[config.mk]
export PLATFORM = sky130hd
export DESIGN_NAME = switch_debouncer
export DESIGN_NICKNAME = d
export VERILOG_FILES = /design/src/rtl/switch_debouncer.sv
export SDC_FILE = /design/constraint.sdc
export NUM_CORES = 1
export LEC_CHECK = 0
export CORE_MARGIN = 2
export CORE_UTILIZATION = 45
export DETAILED_ROUTE_END_ITERATION = 8
export PLACE_DENSITY = 0.66
export SLEW_MARGIN = 10
export SYNTH_ARGS = -nofsm -noshare
export SYNTH_HDL_FRONTEND = slang
export SYNTH_SLANG_ARGS = --single-unit
[constraint.sdc]
create_clock -name clk -period 3.5 [get_ports clk]
set_input_delay 1.05 -clock clk [delete_from_list [all_inputs] [get_ports clk]]
set_output_delay 1.05 -clock clk [all_outputs]
set_load 0.01 [all_outputs]
[src/rtl/switch_debouncer.sv]
// Slide-switch conditioning: two-flop synchronizer, shared sample-tick prescaler,
// per-bit stability counters, registered debounced levels and one-cycle edge pulses.
module switch_debouncer #(
    parameter int WIDTH        = 16,
    parameter int TICK_DIV     = 100000,
    parameter int STABLE_TICKS = 4
) (
    input  logic             clk,
    input  logic             reset,
    input  logic [WIDTH-1:0] sw,
    output logic [WIDTH-1:0] sw_db,
    output logic [WIDTH-1:0] sw_rise,
    output logic [WIDTH-1:0] sw_fall
);

    localparam int PW = $clog2(TICK_DIV);
    localparam int CW = $clog2(STABLE_TICKS + 1);
    localparam logic [PW-1:0] PRESC_LAST = PW'(TICK_DIV - 1);
    localparam logic [CW-1:0] CNT_LAST   = CW'(STABLE_TICKS - 1);

    logic [WIDTH-1:0] s1;
    logic [WIDTH-1:0] s2;
    logic [PW-1:0]    presc;
    logic             tick;
    logic [CW-1:0]    cnt [WIDTH];

    always_ff @(posedge clk) begin
        if (reset) begin
            s1 <= '0;
            s2 <= '0;
        end else begin
            s1 <= sw;
            s2 <= s1;
        end
    end

    always_comb begin
        tick = (presc == PRESC_LAST);
    end

    always_ff @(posedge clk) begin
        if (reset) begin
            presc <= '0;
        end else if (tick) begin
            presc <= '0;
        end else begin
            presc <= presc + 1'b1;
        end
    end

    // A bit only advances its count on ticks where the synchronized level
    // disagrees with the accepted one; any agreeing tick restarts it.
    always_ff @(posedge clk) begin
        if (reset) begin
            sw_db   <= '0;
            sw_rise <= '0;
            sw_fall <= '0;
            for (int unsigned i = 0; i < WIDTH; i++) begin
                cnt[i] <= '0;
            end
        end else begin
            sw_rise <= '0;
            sw_fall <= '0;
            if (tick) begin
                for (int unsigned i = 0; i < WIDTH; i++) begin
                    if (s2[i] == sw_db[i]) begin
                        cnt[i] <= '0;
                    end else if (cnt[i] == CNT_LAST) begin
                        cnt[i]     <= '0;
                        sw_db[i]   <= s2[i];
                        sw_rise[i] <= s2[i];
                        sw_fall[i] <= ~s2[i];
                    end else begin
                        cnt[i] <= cnt[i] + 1'b1;
                    end
                end
            end
        end
    end

endmodule

# ---- After elaboration in Yosys (flattened, before gate mapping)
# Memories as Yosys holds them, arrays and structs flattened.
# Cells that the tools add are included.
dict set report classes {
  mux 274
  n_addsub 17
  n_bitwise 97
  n_eq_ne 33
  reduce_logical 33
}
# cell count
set ops {}
lappend ops {{1-bit two-way mux} 226}
lappend ops {{3-bit two-way mux} 48}
lappend ops {{4-bit OR reduction} 16}
lappend ops {{1-bit NOT} 49}
lappend ops {{3-bit by 1-bit adder with 3-bit output (second input constant)} 16}
lappend ops {{3-bit by 2-bit equality test with 1-bit output (second input constant)} 16}
lappend ops {{1-bit OR} 48}
lappend ops {{3-bit AND reduction} 16}
lappend ops {{17-bit by 1-bit adder with 17-bit output (second input constant)} 1}
lappend ops {{17-bit equality test (second input constant)} 1}
lappend ops {{1-bit equality test} 16}
lappend ops {{2-bit OR reduction} 1}
dict set report word_totals {
  ramBits 48
  in_bits 18
  n_memories 1
  ff_bits 97
  word_cells 506
}
# memory depth width read_ports rd_clocked_by_memory_dff wr line
set mem_list {}
lappend mem_list {cnt 16 3 16 0 16 25} ;# logic [CW-1:0] cnt [WIDTH];

# ---- Depth between registers and ports, before layout
# Gate-level depths: netlist of run 1.
dict set report logic_depth {
  depth_word 8
  ltp_mapped 7
}

# ---- Worst setup path before layout of run 1
# No wires, ideal clock.
dict set report synth_timing {
  path_kind {register to register}
  startpoint {register presc[8]}
  endpoint {memory cnt[0][15] in the netlist's numbering, enable pin}
  setup_slack_ns 0.930
  t_arrival_ns 2.204
  required_ns 3.134
  period_less_slack_ns 2.570
  path_stages_with_launch 6
  path_cell_list {dfxtp_1 -> or4_1 -> or4_4 -> buf_2 -> buf_1 -> nand2_1}
}
# item line
set synth_lines {}
lappend synth_lines {{start: declaration} 23} ;# logic [PW-1:0] presc;
lappend synth_lines {{start signal: assignment} 47} ;# presc <= presc + 1'b1;
lappend synth_lines {{end: declaration} 25}

==> results of run 1 <==
## worst reg2reg max path, delay by kind of cell, from the launching register on
family	cells	cell delay, ns
AND/OR/NAND/NOR	3	1.98
flip-flops	1	0.36
## cells in the mapped netlist
cell	n	area, µm²
nand2_1	16	60.06
o21ai_0	18	90.09
nand4b_1	1	8.760
or4bb_1	1	11.26
or4_4	1	11.26
nand2_2	1	6.260
nor2_1	65	244.0
nand3_1	38	190.2
buf_6	2	22.52
ha_1	33	412.9
or3_1	2	12.51
buf_4	2	15.01
nor4_1	5	31.28
nor2b_1	32	200.2
nor4_2	1	12.51
xor2_1	2	17.52
nand4_1	3	18.77
buf_2	1	5.000
nor2_4	1	11.26
xnor2_1	27	236.5
clkbuf_2	2	10.01
edfxtp_1	48	1441
dfxtp_1	97	1942
or2_2	1	6.260
buf_1	1	3.750
nor3_1	2	10.01
inv_1	35	131.4
clkbuf_1	12	45.04
and4b_1	32	320.3
a21oi_1	18	90.09
and3_1	17	106.4
or4_1	2	15.01
## final timing paths
kind / startpoint / endpoint / slack (ns)
setup / recovery: presc[8] / cnt[1][4] / 0.79
hold / removal: s1[9] / s2[9] / 0.43
hold reg to reg: s1[9] / s2[9] / 0.43
setup reg to reg: presc[8] / cnt[1][4] / 0.79
## stage by stage
stage                     power, mW  setup WS [ns]  utilization, %
after detailed placement      1.968         0.7879           52.33
after CTS                     3.939         0.7713           57.70
final                         3.904         0.7941           57.70
after floorplan               1.918         0.9301               -
after global placement        1.960         0.8809           52.33
after global routing          4.046         0.6344           57.70
## cell usage in the layout, fill, tap and decap left out, types with 20 or more instances in the layout
cell             synthesis  routed
and4b_1                 32      32
clkbuf_16                0      20
clkdlybuf4s50_1          0      64
dfxtp_1                 97      97
edfxtp_1                48      48
ha_1                    33      33
inv_1                   35      35
nand3_1                 38      38
nor2_1                  65      65
nor2b_1                 32      32
xnor2_1                 27      27
## cells by family after synthesis
group | Yosys count
AO/OA/AOI/OAI | 36
XOR/XNOR | 29
adder cells (fa/ha/maj) | 33
buffers and inverters | 55
flip-flops | 145
AND/OR/NAND/NOR | 221
## flip-flops by register name, summed over array words and instances (netlist names)
signal,cells
sw_fall,16
presc,17
s2,16
sw_rise,16
sw_db,16
cnt,48
s1,16
## report_power, final
group | switching [mW] | internal, mW
logic | 0.0652 | 0.0559
registers | 0.0247 | 1.78
clock network | 0.652 | 1.32
total | 0.742 | 3.16
## metal layers
metal  track usage (%)  wire, µm  vias to the layer above
met2             28.05      5252                       66
met3             5.098       377                       17
met4             8.157       201                        0
met5                 0         0                        -
li1                  -         -                     1940
met1             19.40      4693                     1854
## area by class of cell
cell class | instances | area [µm²] | share of cell area [%]
Timing Repair Buffer | 69 | 688.2 | 9.529
Tap cell | 172 | 215.2 | 2.980
Inverter | 35 | 131.4 | 1.819
Clock buffer | 25 | 559.3 | 7.744
Multi-Input combinational cell | 319 | 2132 | 29.52
Clock inverter | 7 | 112.6 | 1.559
Sequential cell | 145 | 3383 | 46.85
==> out/qor.txt, run 1 <==
CTS tree: done
Worst Hold Depth: 1
routed vias/inst: 5.022
Synth cell types: 32
floorplan row count: 41
die footprint: 13670 µm²
fin area: 7222 µm²
initial core utilization: 45.85%
crit path max fanout: 30
post-synthesis xor/xnor area fraction: 4.426%
crit end category: flip-flop
Crit. path cell count: 3
CTS Sinks: 145
Gate Count Post-Synth: 519
fmax: 369.6 MHz
Required @ worst endpoint: 3.55 ns
core region area: 12520 µm²
max_slew headroom: 58.43%
CP max stage cell: or4_4
Iteration-0 DRC Markers: 217
CTS resizes: 0
worst-margin pin slew: 0.6221 ns
Crit path buffers/inverters: 0
share of cells above drive strength 1: 6.833%
Vert. Die Dim: 116.9 µm
# fillers: 1083
largest net degree at the start of global routing: 50
largest family of logic cells by synthesized area: simple AND/OR/NAND/NOR gates
CP delay by family, top: simple AND/OR/NAND/NOR gates
Synth Area in Compound Gates: 3.139%
Via Count: 3877
fin crit period: 2.706 ns
Post-Synth Simple-Gate Area: 22.24%
Post-DP Area: 6550 µm²
post-synthesis adder-cell area fraction: 7.194%
Root Buffer Master: clkbuf_16
post-CTS setup buffer count: 0
initial antenna violation count: 0
post-synthesis average cell area: 11.06 µm²
Final Hold Viols: 0
HPWL after DPL: 6877 µm
CTS clk-pin slew, worst paths: 0.06 ns
critical path class: flip-flop to flip-flop
PwrDens: 540.6 nW/µm²
Die X: 116.9 µm
Lkg Pwr: 2.857 nW
Mapped Area: 5739 µm²
Worst IR Drop VDD: 0.3170 mV
Total GRT Usage: 16.66%
RSZ-0062 raised after global routing: false
r2r worst-path depth: 3
placed cells: 740
PortBufs: 65
GPL Wtd Cong: 0.7945
wirelength, routed: 10520 µm
WHS: 0.4330 ns
fin nets: 638
final clock period utilization by the worst path: 77.31%
total CTS buffers: 17
Post-DRT Antenna Nets: 0
DRC Markers: 0
crit path cell chain: or4_1, or4_4, nand2_1
GR Overflow Total: 0
Min-Delay Path Class: flip-flop to flip-flop
H-Tree Depth: 4
total number of yosys warnings: 0
status: completed
IO Count: 66
mux cell area share after synthesis: 0%
Clock Latency Late Sink: 0.42 ns
crit path DAT: 2.75 ns
worst clock skew: 0.007009 ns
final setup vio count: 0
first-pass GRT wire length: 17530 µm
#FFs+latches synth: 145
First-pass DRT Iterations: 4
vias in the first global route: 3851
Pins Over Slew Limit: 0
synthesis-to-layout area growth: 25.83%
post-synthesis sequential area ratio: 58.95%
max-cap viol count: 0
non-filler cells, final: 772
CP startpoint kind: flip-flop
Antenna Cells: 0
Synthesized Nets: 570
Fin Setup TNS: 0 ns
largest stage delay on the critical path: 0.78 ns
clock buffer depth: 2
DR WL/cell: 13.63 µm
CTS Hold Bufs: 0
(Power assumes the default switching activity.)
==> run 2, diff against run 1 <==
clock period = 2.8 ns   (was 3.5 ns; I/O delays follow)
==> run 2 against run 1 <==
Non-clock buffer count increased by 4. Core utilization decreased by 0.13 points. First-iteration DRC count increased by 5.5%.
==> out/qor.txt, run 2 (synthesis results as in run 1) <==
status: completed
r2r worst-path depth: 5 (+2)
crit path DAT: 2.77 ns (+0.02 ns)
clock buffer depth: 2 (unchanged)
CP Capture Point: cnt[0][4]
Post-DRT Antenna Nets: 0 (unchanged)
PwrDens: 660.8 nW/µm² (+22%)
CP startpoint kind: flip-flop
crit path setup slack, layout: 0.3157 ns (-0.4784 ns)
total CTS buffers: 17 (unchanged)
core region area: 12520 µm² (unchanged)
share of cells above drive strength 1: 7.119% (+0.29 points)
Most Crowded Layer GR: met2
floorplan row count: 41 (unchanged)
critical path startpoint: presc[8]
initial antenna violation count: 0 (unchanged)
Final Hold Viols: 0 (unchanged)
Required @ worst endpoint: 3.09 ns (-0.46 ns)
pre-CTS setup slack: 0.3271 ns (-0.4608 ns)
First-pass DRT Iterations: 4 (unchanged)
post-CTS setup buffer count: 0 (unchanged)
Crit. path cell count: 5 (+2)
final setup vio count: 0 (unchanged)
vias in the first global route: 3728 (-3.2%)
WHS: 0.4314 ns (-0.001574 ns)
Worst Hold Depth: 1 (unchanged)
largest net degree at the start of global routing: 49 (-2.0%)
DR WL/cell: 13.76 µm (+0.96%)
DRC Markers: 0 (unchanged)
IO Count: 66 (unchanged)
crit path cell chain: or4_1, or4_4, nor2_4, buf_12, and3_1
synthesis-to-layout area growth: 25.55%
CTS resizes: 0 (unchanged)
CP max stage cell: or4_4
RSZ-0062 raised after global routing: false
Antenna Cells: 0 (unchanged)
wirelength, routed: 10680 µm (+1.5%)
largest stage delay on the critical path: 0.78 ns (about the same)
routed vias/inst: 5.008 (-0.28%)
worst-margin pin slew: 0.5309 ns (-0.09118 ns)
crit end category: flip-flop
Lkg Pwr: 2.856 nW (about the same)
met3 Usage GRT: 4.531% (-0.57 points)
commonest non-fill, non-tap cell in the layout: dfxtp_1
Design Power: 4.762 mW (+22%)
FF-to-FF End: cnt[0][4]
final clock period utilization by the worst path: 88.73% (+11 points)
CP delay by family, top: simple AND/OR/NAND/NOR gates
die footprint: 13670 µm² (unchanged)
fmax: 402.5 MHz (+8.9%)
Pins Over Slew Limit: 0 (unchanged)
Post-DP Area: 6580 µm² (+0.46%)
GPL Wtd Cong: 0.8147 (+2.5%)
Crit path buffers/inverters: 1 (+1)
worst r2r src: presc[8]
Fin Setup TNS: 0 ns (unchanged)
first-pass GRT wire length: 17240 µm (-1.6%)
largest reg by FF count: cnt
Via Count: 3886 (+0.23%)
critical path class: flip-flop to flip-flop
Min-Delay Path Class: flip-flop to flip-flop
GR Layer Usage met1: 20.38% (+0.99 points)
most frequent cells in the layout: dfxtp_1, nor2_1, clkdlybuf4s50_1, edfxtp_1, nand3_1
GR Overflow Total: 0 (unchanged)
worst clock skew: 0.008608 ns (+0.001599 ns)
HPWL after DPL: 6951 µm (+1.1%)
max_slew headroom: 64.57% (+6.1 points)
CTS Hold Bufs: 0 (unchanged)
Clock Latency Late Sink: 0.42 ns (about the same)
fin crit period: 2.484 ns (-0.2216 ns)
Worst IR Drop VDD: 0.3094 mV (-2.4%)
CTS Sinks: 145 (unchanged)
final core utilization: 57.57% (-0.13 points)
non-filler cells, final: 776 (+0.52%)
crit path max fanout: 48 (+60%)
H-Tree Depth: 4 (unchanged)
max reg flops: 48 (unchanged)
fin area: 7206 µm² (-0.23%)
Root Buffer Master: clkbuf_16
global-route met2 utilization: 27.01% (-1.0 points)
placed cells: 744 (+0.54%)
Die X: 116.9 µm (unchanged)
initial core utilization: 45.85% (unchanged)
Vert. Die Dim: 116.9 µm (unchanged)
PortBufs: 65 (unchanged)
CTS clk-pin slew, worst paths: 0.06 ns (about the same)
reg-to-reg slack, setup: 0.32 ns (-0.48 ns)
leading registers by flop count: cnt (48), presc (17)
CTS tree: done
Iteration-0 DRC Markers: 229 (+5.5%)
fin nets: 642 (+0.63%)
max-cap viol count: 0 (unchanged)
Total GRT Usage: 16.42% (-0.24 points)
==> run 2: cell count changes in the layout (fill, tap and decap cells not counted), sizes merged <==
cell      before  now
buf            5    9
clkbuf        25   23
clkinv         3    5
clkinvlp       1    0
inv           35   36
==> run 2: area by class of cell <==
cell class	count	area [µm²]
Sequential cell	145	3383
Tap cell	172	215.2
Inverter	35	131.4
Timing Repair Buffer	73	718.2
Clock inverter	9	125.1
Clock buffer	23	500.5
Fill cell	1079	5311
Multi-Input combinational cell	319	2132
==> run 2: where the power goes <==
group          internal [mW]  switching [mW]
Combinational         0.0727          0.0835
Clock                   1.53           0.818
Sequential              2.23          0.0300
Total                   3.83           0.932
==> run 2: worst register-to-register path, delay by kind of cell (launching register included) <==
kind          cells  cell delay [ns]
simple gates      4             1.78
buf+inv           1             0.23
flops             1             0.35
==> run 2: worst min-delay path by stage <==
| stage | start | end | slack, ns |
|---|---|---|---|
| after CTS | s1[3] | s2[3] | 0.44 |
| after floorplan | s1[0] | s2[0] | 0.41 |
| final | s1[7] | s2[7] | 0.43 |
| after global placement | s1[13] | s2[13] | 0.42 |
| after global routing | s1[6] | s2[6] | 0.45 |
| after detailed placement | s1[3] | s2[3] | 0.42 |
==> run 2: per-layer routing <==
layer	wire (µm)	up-vias	part of all wire, %
li1	-	1944	-
met1	4883	1859	46
met2	5235	64	49
met3	357	19	3.3
met4	203	0	1.9
met5	0	-	0
==> run 3, diff against run 2 <==
RECOVER_POWER = 50   (was not set)
clock period = 2.4 ns   (was 2.8 ns; I/O delays follow)
==> run 3 against run 2 <==
Global-route usage is 0.31 points higher. Die area did not move. Sequential cell count did not move. Worst hold slack gained 0.0030 ns. Highest routed layer unchanged. Clock-buffer cell count fell by 3. Clock power is 15% higher. Clock skew decreased by 0.0047 ns. Sequential share of layout area fell by 0.073 points. Largest cell class unchanged. Largest power group unchanged. Non-clock buffer count up 5. Register-to-register slack lost 0.15 ns.
==> out/qor.txt, run 3 (synthesis results as in run 1) <==
H-Tree Depth: 4 (unchanged)
PortBufs: 65 (unchanged)
multi-input logic area: 2122 µm² (-0.47%)
GPL Wtd Cong: 0.7516 (-7.7%)
Root Buffer Master: clkbuf_16
Worst IR Drop VDD: 0.3727 mV (+20%)
Total GRT Usage: 16.73% (+0.31 points)
clock buffer depth: 2 (unchanged)
routed vias/inst: 4.963 (-0.90%)
Clock Latency Late Sink: 0.42 ns (about the same)
Pins Over Slew Limit: 0 (unchanged)
HPWL after DPL: 6946 µm (about the same)
CTS Hold Bufs: 0 (unchanged)
synthesis-to-layout area growth: 25.75%
final setup vio count: 0 (unchanged)
first-pass GRT wire length: 17370 µm (+0.76%)
crit path DAT: 2.36 ns (-0.41 ns)
Fin Setup TNS: 0 ns (unchanged)
vias in the first global route: 3779 (+1.4%)
Post-DRT Antenna Nets: 0 (unchanged)
CTS resizes: 0 (unchanged)
Via Count: 3876 (-0.26%)
crit path max fanout: 20 (-58%)
Post-DP Area: 6638 µm² (+0.87%)
CTS clk-pin slew, worst paths: 0.06 ns (about the same)
fin crit period: 2.238 ns (-0.2459 ns)
GR Overflow Total: 0 (unchanged)
leading registers by flop count: cnt (48), presc (17)
CTS Sinks: 145 (unchanged)
IO Count: 66 (unchanged)
CTS tree: done
Required @ worst endpoint: 2.52 ns (-0.57 ns)
Iteration-0 DRC Markers: 225 (-1.7%)
status: completed
First-pass DRT Iterations: 4 (unchanged)
DRC Markers: 0 (unchanged)
Lkg Pwr: 3.006 nW (+5.2%)
share of cells above drive strength 1: 6.897% (-0.22 points)
largest reg by FF count: cnt
worst-margin pin slew: 0.4662 ns (-0.06474 ns)
DR WL/cell: 13.34 µm (-3.1%)
CP startpoint kind: flip-flop
RSZ-0062 raised after global routing: false
Die X: 116.9 µm (unchanged)
commonest non-fill, non-tap cell in the layout: dfxtp_1
WHS: 0.4344 ns (+0.002975 ns)
Vert. Die Dim: 116.9 µm (unchanged)
initial antenna violation count: 0 (unchanged)
core region area: 12520 µm² (unchanged)
fin nets: 647 (+0.78%)
critical path class: flip-flop to flip-flop
max_slew headroom: 68.63% (+4.1 points)
total CTS buffers: 17 (unchanged)
max reg flops: 48 (unchanged)
worst clock skew: 0.003890 ns (-0.004717 ns)
fin area: 7217 µm² (+0.16%)
fmax: 446.7 MHz (+11%)
crit end category: flip-flop
wirelength, routed: 10420 µm (-2.5%)
max-cap viol count: 0 (unchanged)
Antenna Cells: 0 (unchanged)
die footprint: 13670 µm² (unchanged)
PwrDens: 761.9 nW/µm² (+15%)
final clock period utilization by the worst path: 93.27% (+4.5 points)
Min-Delay Path Class: flip-flop to flip-flop
largest net degree at the start of global routing: 36 (-27%)
post-CTS setup buffer count: 0 (unchanged)
# fillers: 1123 (+4.1%)
most frequent cells in the layout: dfxtp_1, nor2_1, edfxtp_1, dlygate4sd3_1, nand3_1
Final Hold Viols: 0 (unchanged)
floorplan row count: 41 (unchanged)
Sequential Area: 3383 µm² (unchanged)
initial core utilization: 45.85% (unchanged)
run 3: cell types whose count changed in the layout (fill, tap and decap cells not counted), sizes merged:
cell | before | now
clkinvlp | 0 | 2
bufinv | 3 | 4
clkinv | 5 | 6
buf | 9 | 12
clkdlybuf4s50 | 64 | 22
clkbuf | 23 | 22
dlygate4sd3 | 0 | 42
inv | 36 | 35
run 3: where the power goes:
group / internal [mW] / leakage [nW] / switching [mW]
logic: 0.0851 / 1.48 / 0.0966
registers: 2.60 / 1.24 / 0.0359
clock network: 1.72 / 0.287 / 0.955
run 3: through the flow:
stage               instances  setup WS [ns]  power [mW]  utilization (%)
global placement          749         0.1320       2.863            53.03
floorplan                 519        0.04908       2.798                -
detailed placement        749        0.09693       2.871            53.03
finish                    781         0.1616       5.498            57.66
global route              781        0.08562       5.688            57.66
CTS                       781        0.09496       5.548            57.84
run 3: critical path, stage by stage, from the launching register on:
cell	delay (ns)
dfxtp_1	0.35
or4_1	0.50
or4_4	0.67
buf_4	0.26
nand2_1	0.16
run 3: cell type report:
type | count | share of cell area (%)
sequential | 145 | 46.88
multi-input combinational | 319 | 29.40
timing repair buffer | 78 | 10.58
clock buffer | 20 | 6.051
tap | 172 | 2.982
clock inverter | 12 | 2.288
inverter | 35 | 1.820
run 3: worst paths after layout:
path	slack, ns	endpoint	startpoint	depth (start not counted)
max	0.16	cnt[1][12]	presc[11]	4
min	0.43	s2[14]	s1[14]	1
min reg2reg	0.43	s2[14]	s1[14]	1
max reg2reg	0.16	cnt[1][12]	presc[11]	4
run 3: layer usage:
metal / GRT usage [%] / up-vias / part of all wire (%) / routed length [µm]
li1: - / 1958 / - / -
met1: 19.96 / 1843 / 45 / 4708
met2: 27.90 / 62 / 49 / 5104
met3: 6.231 / 13 / 4.2 / 442
met4: 5.882 / 0 / 1.5 / 160
met5: 0 / - / 0 / 0
==> variant (flow settings as in run 3) <==
Set the parameter `TICK_DIV` to 400000 (it was 100000).
--- a/src/rtl/switch_debouncer.sv
+++ b/src/rtl/switch_debouncer.sv
@@ -4,3 +4,3 @@
     parameter int WIDTH        = 16,
-    parameter int TICK_DIV     = 100000,
+    parameter int TICK_DIV     = 400000,
     parameter int STABLE_TICKS = 4
Check against the original RTL: same outputs for any inputs over 10 cycles, from zero or initial values and one cycle with reset high; that may be too few to reach the edited logic, so the function may still have changed.
==> variant against run 3 <==
  * Final area rose by 4.1%
  * Clock power rose by 3%
  * Area after synthesis rose by 4.8%
  * Worst hold slack improved by 0.0016 ns
  * Critical path depth rose by 3
  * Clock skew rose by 0.0099 ns
  * Count of clock-buffer cells in the layout rose by 7
  * Worst setup slack improved by 0.046 ns
  * Routed wire length rose by 17%
  * Total power rose by 1.3%
  * Via count rose by 8.5%
  * Sequential cell count rose by 2
  * Die area rose by 4.6%
  * Largest power group unchanged
  * Highest routed layer unchanged
==> variant: results <==
group,metric,value,unit
status,status,"complete, no violations",
logic_synthesis,ys_top_cells_by_count,"dfxtp_1 (99), nor2_1 (62), edfxtp_1 (48)",
placed_design,pre_cts_slack,0.2255,ns
sta,hold_ws,0.4360,ns
worst_setup_path,rr_worst_depth,7,
worst_setup_path,cp_max_fo,13,
power,p_sw_share,19.61,%
placed_design,placed_area,6889,um2
final_layout,reg_top3,"cnt: 48 flops, presc: 19 flops",
routing,wire_per_inst,15.18,um
routing,via_per_inst,5.233,
logic_synthesis,synth.top_cell.area_share,32.95,%
global_routing,grt_pass1_wl,20340,um
global_routing,grt_util_all_layers,18.17,%
power,leakagePower,3.190,nW
power,ir_drop,0.5627,mV
logic_synthesis,synthesis.nets,594,
placed_design,gp_congestion,0.7889,
power,pg_seq,2.65,mW
worst_setup_path,r2r-end,"presc[15]$_SDFF_PP0_",
logic_synthesis,yosysUniqueCellTypes,33,
placed_design,place.detailed.hpwl,8116,um
worst_setup_path,regToRegSetupSlack,0.21,ns
sta,worst_pin_slew,1.308,ns
global_routing,grt_pass1_vias,4188,
routing,drtIter0Drc,240,
logic_synthesis,synth_cells,543,
final_layout,final_nets,666,
logic_synthesis,synth-seq-area-share,56.92,%
final_layout,final-instance-count-excl-fill,804,
sta,clock-skew-final,0.01376,ns
placed_design,place_inst,772,
power,powerClk,2.75,mW
worst_setup_path,crit_arrival,2.49,ns
## variant: changes by cell type after synthesis, sizes merged, moves of 6 or more
cell	delta
nand2	-12
nand4	+30
a21o	+13
xnor2	-6
nand3	-12
buf	+8
inv	-13
## variant: cell families after synthesis
kind of cell / Yosys count / share of synthesized area (%)
AOI/OAI and AO/OA: 55 / 5.242
xor gates and xnor gates: 27 / 3.932
adders and majority gates: 33 / 6.865
buffers and inverters: 52 / 3.474
DFF: 147 / 56.92
muxes: 1 / 0.1664
and+or+nand+nor: 228 / 23.40
## variant: area by class of cell
type	instances	area [um2]
Timing Repair Buffer	83	763.2
Sequential cell	147	3423
Clock inverter	5	53.80
Multi-Input combinational cell	344	2382
Fill cell	1127	5625
Inverter	22	82.58
Tap cell	176	220.2
Clock buffer	27	586.8
## variant: per-layer routing
metal  track usage, %  vias up  routed length (um)
met4            5.515        0                 105
met5                0        -                   0
met1            22.65     2006                5494
li1                 -     2090                   -
met2            30.54      100                5946
met3            5.323       11                 655
